`config.mk`:
```
export PLATFORM = sky130hd
export DESIGN_NAME = serial_subtractor
export DESIGN_NICKNAME = d
export VERILOG_FILES = /design/src/rtl/serial_sub_pkg.sv /design/src/rtl/serial_subtractor_sub_digit.sv /design/src/rtl/serial_subtractor.sv
export SDC_FILE = /design/constraint.sdc
export NUM_CORES = 1
export LEC_CHECK = 0
export CORE_UTILIZATION = 39
export DETAILED_ROUTE_END_ITERATION = 8
export DONT_BUFFER_PORTS = 1
export REMOVE_ABC_BUFFERS = 1
export SYNTH_ARGS = -nofsm -noshare
export SYNTH_HDL_FRONTEND = slang
export SYNTH_HIERARCHICAL = 1
export SYNTH_SLANG_ARGS = --single-unit
```
`constraint.sdc`:
```
create_clock -name clk -period 2.1 [get_ports clk]
set_clock_uncertainty 0.2 [all_clocks]
set_input_delay 0.42 -clock clk [delete_from_list [all_inputs] [get_ports clk]]
set_output_delay 0.42 -clock clk [all_outputs]
set_load 0.005 [all_outputs]
```
`src/rtl/serial_sub_pkg.sv`:
```
// Shared types and elaboration helpers for the digit-serial subtractor.
package serial_sub_pkg;

  typedef enum logic [1:0] {
    IDLE,
    RUN,
    DONE
  } state_e;

  // Digit counter width: $clog2 of the digit count, never below one bit.
  function automatic int unsigned cnt_width(input int unsigned n);
    return (n <= 2) ? 1 : $clog2(n);
  endfunction

  function automatic bit params_legal(input int unsigned width, input int unsigned digit);
    return (width >= 2) && (digit >= 1) && (digit <= width) && ((width % digit) == 0);
  endfunction

endpackage

```
`src/rtl/serial_subtractor_sub_digit.sv`:
```
// Combinational DIGIT-bit ripple of full-subtractor cells.
module sub_digit #(
  parameter int unsigned DIGIT = 1
) (
  input  logic [DIGIT-1:0] a_i,
  input  logic [DIGIT-1:0] b_i,
  input  logic             bin_i,
  output logic [DIGIT-1:0] d_o,
  output logic             bout_o
);

  always_comb begin
    logic brw;
    brw = bin_i;
    d_o = '0;
    for (int unsigned i = 0; i < DIGIT; i++) begin
      d_o[i] = a_i[i] ^ b_i[i] ^ brw;
      brw    = (~a_i[i] & (b_i[i] | brw)) | (b_i[i] & brw);
    end
    bout_o = brw;
  end

endmodule

```
`src/rtl/serial_subtractor.sv`:
```
// Digit-serial a - b - bin behind valid/ready, LSB digit first.
// Define SERIAL_SUB_SAT_EN to saturate negative results to zero.
module serial_subtractor
  import serial_sub_pkg::*;
#(
  parameter int unsigned WIDTH = 8,
  parameter int unsigned DIGIT = 1
) (
  input  logic             clk,
  input  logic             rst_n,
  input  logic             in_valid,
  output logic             in_ready,
  input  logic [WIDTH-1:0] a,
  input  logic [WIDTH-1:0] b,
  input  logic             bin,
  output logic             out_valid,
  input  logic             out_ready,
  output logic [WIDTH-1:0] difference,
  output logic             borrow,
  output logic             zero
);

  localparam int unsigned N  = WIDTH / DIGIT;
  localparam int unsigned CW = cnt_width(N);
  localparam logic [CW-1:0] LAST = CW'(N - 1);

  if (!params_legal(WIDTH, DIGIT)) begin : g_illegal
    $error("serial_subtractor: DIGIT must divide WIDTH and WIDTH must be >= 2");
  end

  state_e           state_q;
  logic [WIDTH-1:0] a_q, b_q, diff_q, dout_q;
  logic [CW-1:0]    cnt_q;
  logic             br_q, bout_q, zero_q, ovalid_q, iready_q;

  logic [DIGIT-1:0] dig_d;
  logic             dbr_d;
  logic [WIDTH-1:0] diff_d, res_d;
  logic             zero_d;

  sub_digit #(.DIGIT(DIGIT)) u_sub_digit (
    .a_i    (a_q[DIGIT-1:0]),
    .b_i    (b_q[DIGIT-1:0]),
    .bin_i  (br_q),
    .d_o    (dig_d),
    .bout_o (dbr_d)
  );

  // New digit enters at the top so the result is LSB-aligned after N shifts.
  always_comb begin
    diff_d = (diff_q >> DIGIT) | (WIDTH'(dig_d) << (WIDTH - DIGIT));
`ifdef SERIAL_SUB_SAT_EN
    res_d  = dbr_d ? '0 : diff_d;
`else
    res_d  = diff_d;
`endif
    zero_d = (res_d == '0);
  end

  always_ff @(posedge clk or negedge rst_n) begin
    if (!rst_n) begin
      state_q  <= IDLE;
      a_q      <= '0;
      b_q      <= '0;
      br_q     <= 1'b0;
      diff_q   <= '0;
      cnt_q    <= '0;
      dout_q   <= '0;
      bout_q   <= 1'b0;
      zero_q   <= 1'b0;
      ovalid_q <= 1'b0;
      iready_q <= 1'b1;
    end else begin
      case (state_q)
        IDLE: begin
          if (in_valid) begin
            a_q      <= a;
            b_q      <= b;
            br_q     <= bin;
            cnt_q    <= '0;
            iready_q <= 1'b0;
            state_q  <= RUN;
          end
        end
        RUN: begin
          a_q    <= a_q >> DIGIT;
          b_q    <= b_q >> DIGIT;
          br_q   <= dbr_d;
          diff_q <= diff_d;
          cnt_q  <= cnt_q + CW'(1);
          if (cnt_q == LAST) begin
            dout_q   <= res_d;
            bout_q   <= dbr_d;
            zero_q   <= zero_d;
            ovalid_q <= 1'b1;
            state_q  <= DONE;
          end
        end
        DONE: begin
          if (out_ready) begin
            dout_q   <= '0;
            bout_q   <= 1'b0;
            zero_q   <= 1'b0;
            ovalid_q <= 1'b0;
            iready_q <= 1'b1;
            state_q  <= IDLE;
          end
        end
        default: state_q <= IDLE;
      endcase
    end
  end

  assign in_ready   = iready_q;
  assign out_valid  = ovalid_q;
  assign difference = dout_q;
  assign borrow     = bout_q;
  assign zero       = zero_q;

endmodule

```
Word level (Yosys, flattened, before mapping)
Index checks and enable logic that the tools add are counted.
- register bits: 42
- output and inout bits: 12
- word-level logic and storage cells: 60
- input bits: 21
- equal/unequal tests: 6
- reduce and logical (&&, ||, !) cells: 9
- bitwise operators: 8
- mux-type cells: 25
- add/subtract/negate cells: 1
- operator list (kind ; number):
    8-bit case mux with 2 select lines ; 3
    8-bit two-way mux ; 4
    1-bit case mux with 2 select lines ; 5
    3-bit AND reduction ; 3
    8-bit zero test ; 1
    7-bit by 8-bit OR with 8-bit output ; 1
    1-bit two-way mux ; 7
    2-bit two-way mux ; 3
    2-bit inequality test, second input constant ; 3
    2-bit case mux with 3 select lines ; 1
    3-bit case mux with 2 select lines ; 1
    2-bit nonzero test ; 3
    3-bit by 1-bit adder with 3-bit output, second input constant ; 1
    3-bit equality test, second input constant ; 1
    3-bit two-way mux ; 1
    1-bit AND ; 2
    2-bit by 1-bit equality test with 1-bit output, second input constant ; 1
    2-bit equality test, second input constant ; 1
    2-bit zero test ; 1
    1-bit OR ; 2
    2-bit AND reduction ; 1
    1-bit XOR ; 2
    1-bit NOT ; 1

Depth between registers and ports, before layout
Gate-level depths: netlist (run 1).
- word-level depth: 6
- gate-level depth with buffers: 6
- mapped depth without buffers: 6

Modules after synthesis
Netlist (run 1), hierarchy kept.
- modules (own cells, without submodules) (module ; times used ; sequential area each (um2) ; area each (um2) ; cells each):
    serial_subtractor ; 1 ; 1027.2 ; 1786.7 ; 146
    sub_digit ; 1 ; 0.0 ; 27.5 ; 3

Worst setup path after synthesis (run 1)
No wires, ideal clock.
- path type: register to register
- start point: reg cnt_q[0]
- end point: reg bout_q, in the netlist borrow
- period minus slack after synthesis: 1.697 ns
- library setup time: 0.066 ns
- data arrival time: 1.431 ns
- stages on the path, launching flop included: 7
- buffers on the path: 1
- setup slack: 0.403 ns
- required time: 1.834 ns
- cells stage by stage: dfrtp_1 > ha_1 > ha_1 > and3b_1 > buf_6 > a31oi_4 > a22o_1
- cells in the longest elaborated chain, start to end: 3
- ends and longest elaborated chain (what ; line ; text):
    start, declared ; serial_subtractor.sv:33 ; logic [CW-1:0] cnt_q;
    start signal, assigned ; serial_subtractor.sv:90 ; cnt_q <= cnt_q + CW'(1);
    3-bit equality test ; serial_subtractor.sv:91 ; if (cnt_q == LAST) begin
    2-bit inequality test (no line) ; n/a ;
    3-bit AND reduction (no line) ; n/a ;
    end signal, assigned ; serial_subtractor.sv:93 ; bout_q <= dbr_d;
    end, declared ; serial_subtractor.sv:34 ; logic br_q, bout_q, zero_q, ovalid_q, iready_q;
No other way between the ends.
A chain may end at the register's enable or synchronous reset.

Final worst setup path (run 1)
- start point: reg cnt_q[0]
- end point: reg dout_q[5], in the netlist difference[5]
- cells in the longest elaborated chain, start to end: 3
- ends and longest elaborated chain (what ; line ; text):
    3-bit equality test ; serial_subtractor.sv:91 ;
    2-bit inequality test (no line) ; n/a ;
    3-bit AND reduction (no line) ; n/a ;
    end signal, assigned ; serial_subtractor.sv:92 ; dout_q <= res_d;
    end, declared ; serial_subtractor.sv:32 ; logic [WIDTH-1:0] a_q, b_q, diff_q, dout_q;
No other way between the ends.

==> results by stage, run 1 <==
Logic synthesis:
- In the synthesized netlist the dominant register cell turns out to be sky130_fd_sc_hd__dfrtp_1.
- The flop and latch count out of synthesis is 41.
- The sequential share of the synthesized area is 0.566.
- By count the netlist is led by 40 x sky130_fd_sc_hd__dfrtp_1, 21 x sky130_fd_sc_hd__nand2_1, 17 x sky130_fd_sc_hd__o21ai_1.
- The cell type with the highest aggregate area in the netlist is sky130_fd_sc_hd__dfrtp_1.
- Ranked by total cell area, the synthesized netlist is headed by sky130_fd_sc_hd__dfrtp_1 55%, sky130_fd_sc_hd__mux2i_1 8.3%, sky130_fd_sc_hd__o21ai_1 4.7%.
- In this run, distinct cell masters in the synthesized netlist total 26.
- For this run, asynchronously set or reset flops after synthesis account for 1.00.
- Averaged over all synthesized cells, the footprint is 12.2 µm².
- The mapped cell area is 1810 µm².
- During synthesis, Yosys emitted a total of 6 warnings.
- In this run, synthesis inferred 0 flip-flops with an integrated enable.
- Synthesis handed over a netlist of 149 instances.
- The share of synthesized area in the top cell type comes to 0.552.
- The most common cell in the netlist is sky130_fd_sc_hd__dfrtp_1.

GRT:
- The first global-routing pass estimated 5680 µm of wire.
- For met3 alone, demand over resource in global routing was 0.0433.
- The all-layer global routing usage is 0.149.
- The met1 track demand over resource in global routing is 0.203.
- The number of antenna violations at the first check in global routing is 0.
- The pin count of the biggest net entering global routing is 42.
- The most used routing layer is met2.
- Summed over all layers, the global routing overflow is 0.
- The via count of the first global-routing pass is 1204.
- In the global route stage, met2 resource usage came out at 0.223.

Place:
- The final weighted congestion in routability-driven placement is 0.750.
- The placed instance count is 197.
- Summed over all nets, the half-perimeter wirelength after detailed placement is 2310 µm.
- At the placement stage, the worst setup path has a slack of 0.276 ns.
- The count of buffers from port buffering is 0.

Die:
- The floorplan die width is 70.2 µm.
- The starting utilization of the core area is 0.411.
- The area of the core is 4410 µm².
- In this run the vertical extent of the chip is 70.2 µm.
- The count of pins on the block boundary is 33.
- The floorplan die area is 4930 µm².
- The floorplan has 24 rows.

Flow run:
- The max-capacitance violation count is 0.

Timing:
- The worst slew margin relative to its limit is 0.773.
- The time the worst path needs with I/O delays and setup is 1.81 ns.
- The count of endpoints failing hold in the final timing report came to 0.
- The total negative setup slack is 0 ns.
- Setup violations remaining at the end of the flow were counted as 0.
- At the pin with the least slew margin, the transition time is 0.341 ns.
- Setup repair after global routing left no endpoint under its margin.
- The final cycle utilization of the critical path is 0.863.
- The number of slew-limit violations in the final report is 0.
- Once routing completed, OpenROAD measured the worst setup slack at 0.287 ns.
- Timing would allow up to 552 MHz.

Routing:
- The final routed DRC violation total is 0.
- Using the TritonRoute via totals, the vias-per-cell ratio works out to 5.29.
- The routed layout has 1094 vias.
- The first TritonRoute pass finished after 4 iterations.
- After detailed routing, the total wire length is 3200 µm.
- The number of nets still failing antenna checks after routing is 0.
- The number of violations reported at the end of detailed-routing iteration 0 is 53.
- After detailed routing, the average wire length per cell comes to 15.5 µm.

Final layout:
- The number of nets in the layout is 178.
- The count of non-filler cells in the finished layout is 207.
- The share of the core filled with cells in the final layout is 0.450.
- Of the cells placed in the final design, the portion with a size suffix greater than 1 is 0.123.
- The number of antenna diodes is 0.
- Fill cells in the final layout number 404.
- Relative to the synthesized area, the layout overhead comes to 9.52%.

Min path:
- The worst hold path belongs to the class in2reg.
- The worst hold path terminates at state_q[1].
- The cell depth of the worst min-delay path is 1.
- The beginning of the worst hold path is out_ready.

Power:
- The leakage dissipation is 0.926 nW.
- The power density over the cells is 1570 nW/µm².
- IR analysis of the VDD net gives a maximum drop of 498 µV.

Worst setup path:
- In this design, the critical path's most frequently occurring cell is sky130_fd_sc_hd__ha_1.
- The type of element capturing the critical path is a register.
- The count of cells along the worst register-to-register path is 5.
- Data arrives at the worst endpoint at 1.85 ns.
- On the worst path, the slowest cell contributes a delay of 0.39 ns.
- At the worst endpoint, the required time is 2.14 ns.
- The worst register-to-register path ends at difference[5].
- In this run the worst path has a maximum fanout of 10.
- The reg-to-reg startpoint is cnt_q[0].
- Traced cell by cell, the critical path runs through ha_1, ha_1, and3b_1, a31oi_4, a32o_1.
- The largest individual stage delay along the critical path comes from the cell sky130_fd_sc_hd__dfrtp_1.
- By startpoint and endpoint, the worst setup path is classified as reg2reg.
- STA classifies the critical path startpoint as a register.
- For flop-to-flop paths, the worst setup slack is 0.29 ns.

Clock tree:
- Clock-pin slew was measured on the worst setup and hold paths at 0.09 ns.
- The count of clock tree sinks is 41.
- The TritonCTS clock tree is done.
- The later pin in the worst-skew pair is clocked with a latency of 0.29 ns.
- The clock passes through at most 2 buffers.
- The buffer type at the clock tree root is sky130_fd_sc_hd__clkbuf_8.
- The clock tree synthesis step divided the H-tree into 2 levels.
- Counting the buffers created by CTS gives 5.

Status:
- The run finished with clean final reports.
[state kept, by name, indices dropped and copies added (netlist names)]
register and count:
state_q 2, cnt_q 3, in_ready 1, br_q 1, out_valid 1, diff_q 7, b_q 8, difference 8
a_q 8, zero 1, borrow 1
[routing by layer]
| layer | share of wire | vias up |
|---|---|---|
| li1 | - | 537 |
| met1 | 0.46 | 526 |
| met2 | 0.46 | 26 |
| met3 | 0.057 | 5 |
| met4 | 0.017 | 0 |
| met5 | 0 | - |
[where the power goes]
part	switching, mW	internal (mW)	total [mW]
registers	0.277	1.15	1.43
clock network	0.278	0.356	0.633
logic	0.512	0.540	1.05
[per-stage QoR]
| step | total power [mW] | hold slack (ns) | cell area (µm²) |
|---|---|---|---|
| after floorplan | 2.18 | -0.0756 | 1740 |
| after global placement | 2.43 | -0.0746 | 1840 |
| after detailed placement | 2.50 | -0.0747 | 1840 |
| after CTS | 3.15 | 0.00603 | 1990 |
| after global routing | 3.37 | 0.00669 | 1990 |
| final | 3.11 | 0.0133 | 1990 |
[layout make-up]
| class | count | area (µm²) | area share |
|---|---|---|---|
| repair buffers | 7 | 67.6 | 0.0340 |
| clock buffers | 5 | 68.8 | 0.0346 |
| clock inverters | 3 | 46.3 | 0.0233 |
| inverters | 4 | 15.0 | 0.00756 |
| multi-input cells | 95 | 697 | 0.351 |
| flip-flops and latches | 41 | 1030 | 0.517 |
| well taps | 52 | 65.1 | 0.0327 |
[worst max path at each step]
stage / startpoint / end / cells after the start
after floorplan: state_q[1] / diff_q[1] / 2
after global placement: cnt_q[0] / difference[2] / 5
after detailed placement: cnt_q[0] / difference[5] / 5
after CTS: cnt_q[0] / difference[5] / 5
after global routing: cnt_q[1] / difference[2] / 5
final: cnt_q[0] / difference[5] / 5
[kinds of logic (layout without fill, tap and decap cells)]
group                      count (synthesis)  count (layout)  synth area share
adders and majority gates                  3               3            0.0248
and+or+nand+nor                           32              32            0.0800
AOI/OAI and AO/OA                         37              37             0.145
buffers and inverters                     13              19            0.0497
muxes                                     23              23             0.134
DFF                                       41              41             0.566
[timing repair]
action	in CTS	in global routing
resized for setup	0	0
hold endpoints to repair	41	0
setup endpoints to repair	0	0
setup buffers	0	0
hold buffers	2	0
[critical path: cells and delay by family (launching register included)]
kind            cells  cell delay [ns]
fa+ha+maj           2             0.42
simple gates        1             0.26
compound gates      2             0.49
flops               1             0.39
[cell usage in the layout (no fill, tap or decap), drive strengths merged, types with 4 or more instances in the layout]
| cell | count |
|---|---|
| mux2 | 8 |
| a32o | 4 |
| a21oi | 4 |
| dfrtp | 40 |
| mux2i | 15 |
| nand2 | 21 |
| o21ai | 17 |
| a22o | 8 |
| inv | 4 |
| clkbuf | 5 |
| buf | 6 |
(Power assumes the default switching activity.)
==> run 2, diff against run 1 <==
Settings changed: GPL_ROUTABILITY_DRIVEN set to 0.
==> results of run 2 <==
The final DEF is identical to that of run 1; final timing and power are the same.
==> run 3, diff against run 2 <==
Settings changed: GPL_TIMING_DRIVEN set to 0.
==> results by stage, run 3 (same netlist as run 1, synthesis figures left out) <==
Min path:
- The cell depth of the worst min-delay path was 2 (+1).
- The path category of the worst min-delay check is in2reg.
- The beginning of the worst hold path is b[7].
- The endpoint with the worst hold slack is b_q[7].

Worst setup path:
- STA classifies the critical path endpoint as a register.
- The largest fanout on the critical path was 26 (+16).
- The count of cells along the worst register-to-register path is 3 (-2).
- On the critical path, the stage with the largest delay is an instance of sky130_fd_sc_hd__and2b_2.
- The delay of the slowest cell on the worst path was 0.74 ns (+0.35 ns).
- The startpoint kind of the worst setup timing path is a register.
- In this run the critical register-to-register path is captured at a_q[6].
- The setup slack of the most critical reg-to-reg path is 0.12 ns (-0.17 ns).
- The reg-to-reg startpoint is state_q[1].
- The required time at the endpoint of the critical path is 2.05 ns (-0.09 ns).
- Traced cell by cell, the critical path runs through and2b_2, mux2i_1, o21ai_1.
- The data arrival time of the critical path is 1.92 ns (+0.07 ns).
- The kind of critical path is reg2reg.

GRT:
- The via count of the first global-routing pass came to 1174 (-2.5%).
- The pin count of the biggest net entering global routing came to 42 (unchanged).
- The met2 layer usage reported by global route is 0.225 (+0.00214).
- The most used routing layer is met2.
- The first-pass GRT wire length is 5180 µm (-8.8%).
- The number of antenna violations at the first check in global routing is 0 (unchanged).
- The total overflow reported by the global router is 0 (unchanged).
- The all-layer global routing usage is 0.138 (-0.0116).
- The met1 track demand over resource in global routing is 0.162 (-0.0417).
- The met3 track utilization from global routing is 0.0505 (+0.00722).

Clock tree:
- The buffer type at the clock tree root is sky130_fd_sc_hd__clkbuf_8.
- The number of H-tree branching levels is 2 (unchanged).
- The TritonCTS clock tree is done.
- The clock slew at the register clock pins of the worst setup and hold paths is 0.08 ns (about the same).
- The count of clock tree sinks came to 41 (unchanged).
- The deepest clock path buffer count is 2 (unchanged).
- The clock network latency to the later pin of the worst-skew pair came to 0.29 ns (about the same).
- The total clock buffers created by CTS is 5 (unchanged).

Place:
- The placed instance count is 192 (-2.5%).
- The placed instance area came to 1800 µm² (-2.0%).
- The pre-CTS setup slack is -0.323 ns (-0.599 ns).
- The count of buffers from port buffering is 0 (unchanged).
- The placed wire-length estimate is 2080 µm (-9.7%).

Routing:
- The per-cell routed wire length was 15.0 µm (-2.7%).
- The routed wire length came to 3050 µm (-4.6%).
- The routed via count is 1089 (-0.46%).
- The detailed-route vias per instance is 5.36 (+1.5%).
- The detailed-routing iteration count for the pre-antenna-repair pass was 4 (unchanged).
- The final routed DRC violation total is 0 (unchanged).
- The number of nets still failing antenna checks after routing was 0 (unchanged).
- The number of violations reported at the end of detailed-routing iteration 0 is 47 (-11%).

Final layout:
- Leaving out fill and tap cells, the most frequent cell in the layout is sky130_fd_sc_hd__dfrtp_1.
- The number of nets in the layout is 174 (-2.2%).
- The top cell types in the final layout, fill and taps aside, are 40 x sky130_fd_sc_hd__dfrtp_1, 21 x sky130_fd_sc_hd__nand2_1, 17 x sky130_fd_sc_hd__o21ai_1.
- The share of the core filled with cells in the final layout is 0.444 (-0.00595).
- The signed area change from the synthesized netlist to the final layout is 8.07%.
- The proportion of layout cells with a drive suffix above 1 is 0.0927 (-0.0299).
- The cell area after layout is 1960 µm² (-1.3%).
- The count of non-filler cells in the finished layout is 203 (-1.9%).
- The number of fill cells in the layout came to 410 (+1.5%).
- The number of antenna diodes is 0 (unchanged).

Die:
- The area of the core is 4410 µm² (unchanged).
- The y dimension of the die was 70.2 µm (unchanged).
- The floorplan die area was 4930 µm² (unchanged).
- The floorplan die width is 70.2 µm (unchanged).
- The count of pins on the block boundary is 33 (unchanged).
- The standard-cell row count is 24 (unchanged).
- The starting utilization of the core area came to 0.411 (unchanged).

Timing:
- The transition time at the pin with the least slew margin is 0.702 ns (+0.360 ns).
- The final cycle utilization of the critical path was 0.942 (+0.0791).
- The highest clock rate is 505 MHz (-8.4%).
- The total negative setup slack was 0 ns (unchanged).
- The smallest setup slack after layout came to 0.121 ns (-0.166 ns).
- The time the worst path needs with I/O delays and setup is 1.98 ns (+0.166 ns).
- The worst slew margin relative to its limit is 0.532 (-0.240).
- The number of slew-limit violations in the final report is 0 (unchanged).
- The final-report setup violation count is 0 (unchanged).
- The count of endpoints failing hold in the final timing report is 0 (unchanged).

Power:
- The leakage dissipation is 0.906 nW (-2.2%).
- The power density over the cells is 1550 nW/µm² (-1.2%).
- The worst voltage drop across the vdd grid is 632 µV (+27%).

Flow run:
- The max-capacitance violation count came to 0 (unchanged).

Status:
- The flow ran to the end, and the final reports show no timing, DRC or antenna violations.
[run 3: worst max-delay path by stage]
stage | from | endpoint | depth (start not counted)
after global routing | state_q[0] | b_q[0] | 3
after global placement | state_q[1] | a_q[0] | 3
after CTS | state_q[0] | cnt_q[0] | 2
after detailed placement | state_q[1] | b_q[0] | 3
after floorplan | state_q[1] | diff_q[1] | 2
final | state_q[1] | a_q[6] | 3
[run 3: layer usage]
metal  wire length, µm  share of wire
met5                 0              0
met4                53          0.017
met3               130          0.043
met2              1410           0.46
met1              1460           0.48
[run 3: repair_timing]
| action | in CTS | in global routing |
|---|---|---|
| hold endpoints to repair | 42 | 0 |
| pin swaps | 0 | 0 |
| hold buffers | 3 | 0 |
| setup buffers | 0 | 0 |
| endpoints found under the setup margin | 27 | 19 |
| gates resized for setup | 1 | 1 |
[run 3: report_power, final]
part / switching [mW] / leakage, nW / internal, mW / total [mW]
registers: 0.282 / 0.510 / 1.15 / 1.43
logic: 0.492 / 0.341 / 0.499 / 0.991
clock network: 0.260 / 0.0552 / 0.353 / 0.612
total: 1.03 / 0.906 / 2.00 / 3.03
[run 3: area by class of cell]
type | instances | area, µm² | area share
Clock buffer | 6 | 72.6 | 0.0370
Clock inverter | 2 | 35.0 | 0.0179
Inverter | 4 | 15.0 | 0.00766
Multi-Input combinational cell | 95 | 706 | 0.360
Sequential cell | 41 | 1030 | 0.524
Tap cell | 52 | 65.1 | 0.0332
Timing Repair Buffer | 3 | 40.0 | 0.0204
[run 3: worst max-delay path: cells and delay by family, from the launching register on]
family           cells  cell delay, ns
AND/OR/NAND/NOR      1            0.74
multiplexers         1            0.29
flip-flops           1            0.51
AO/OA/AOI/OAI        1            0.08
[run 3: per-stage QoR]
| step | power, mW | hold slack [ns] |
|---|---|---|
| 6_report | 3.03 | 0.0671 |
| 3_5_place_dp | 2.43 | -0.0748 |
| 3_3_place_gp | 2.36 | -0.0746 |
| 2_1_floorplan | 2.18 | -0.0756 |
| 4_1_cts | 3.06 | 0.0581 |
| 5_1_grt | 3.26 | 0.0714 |
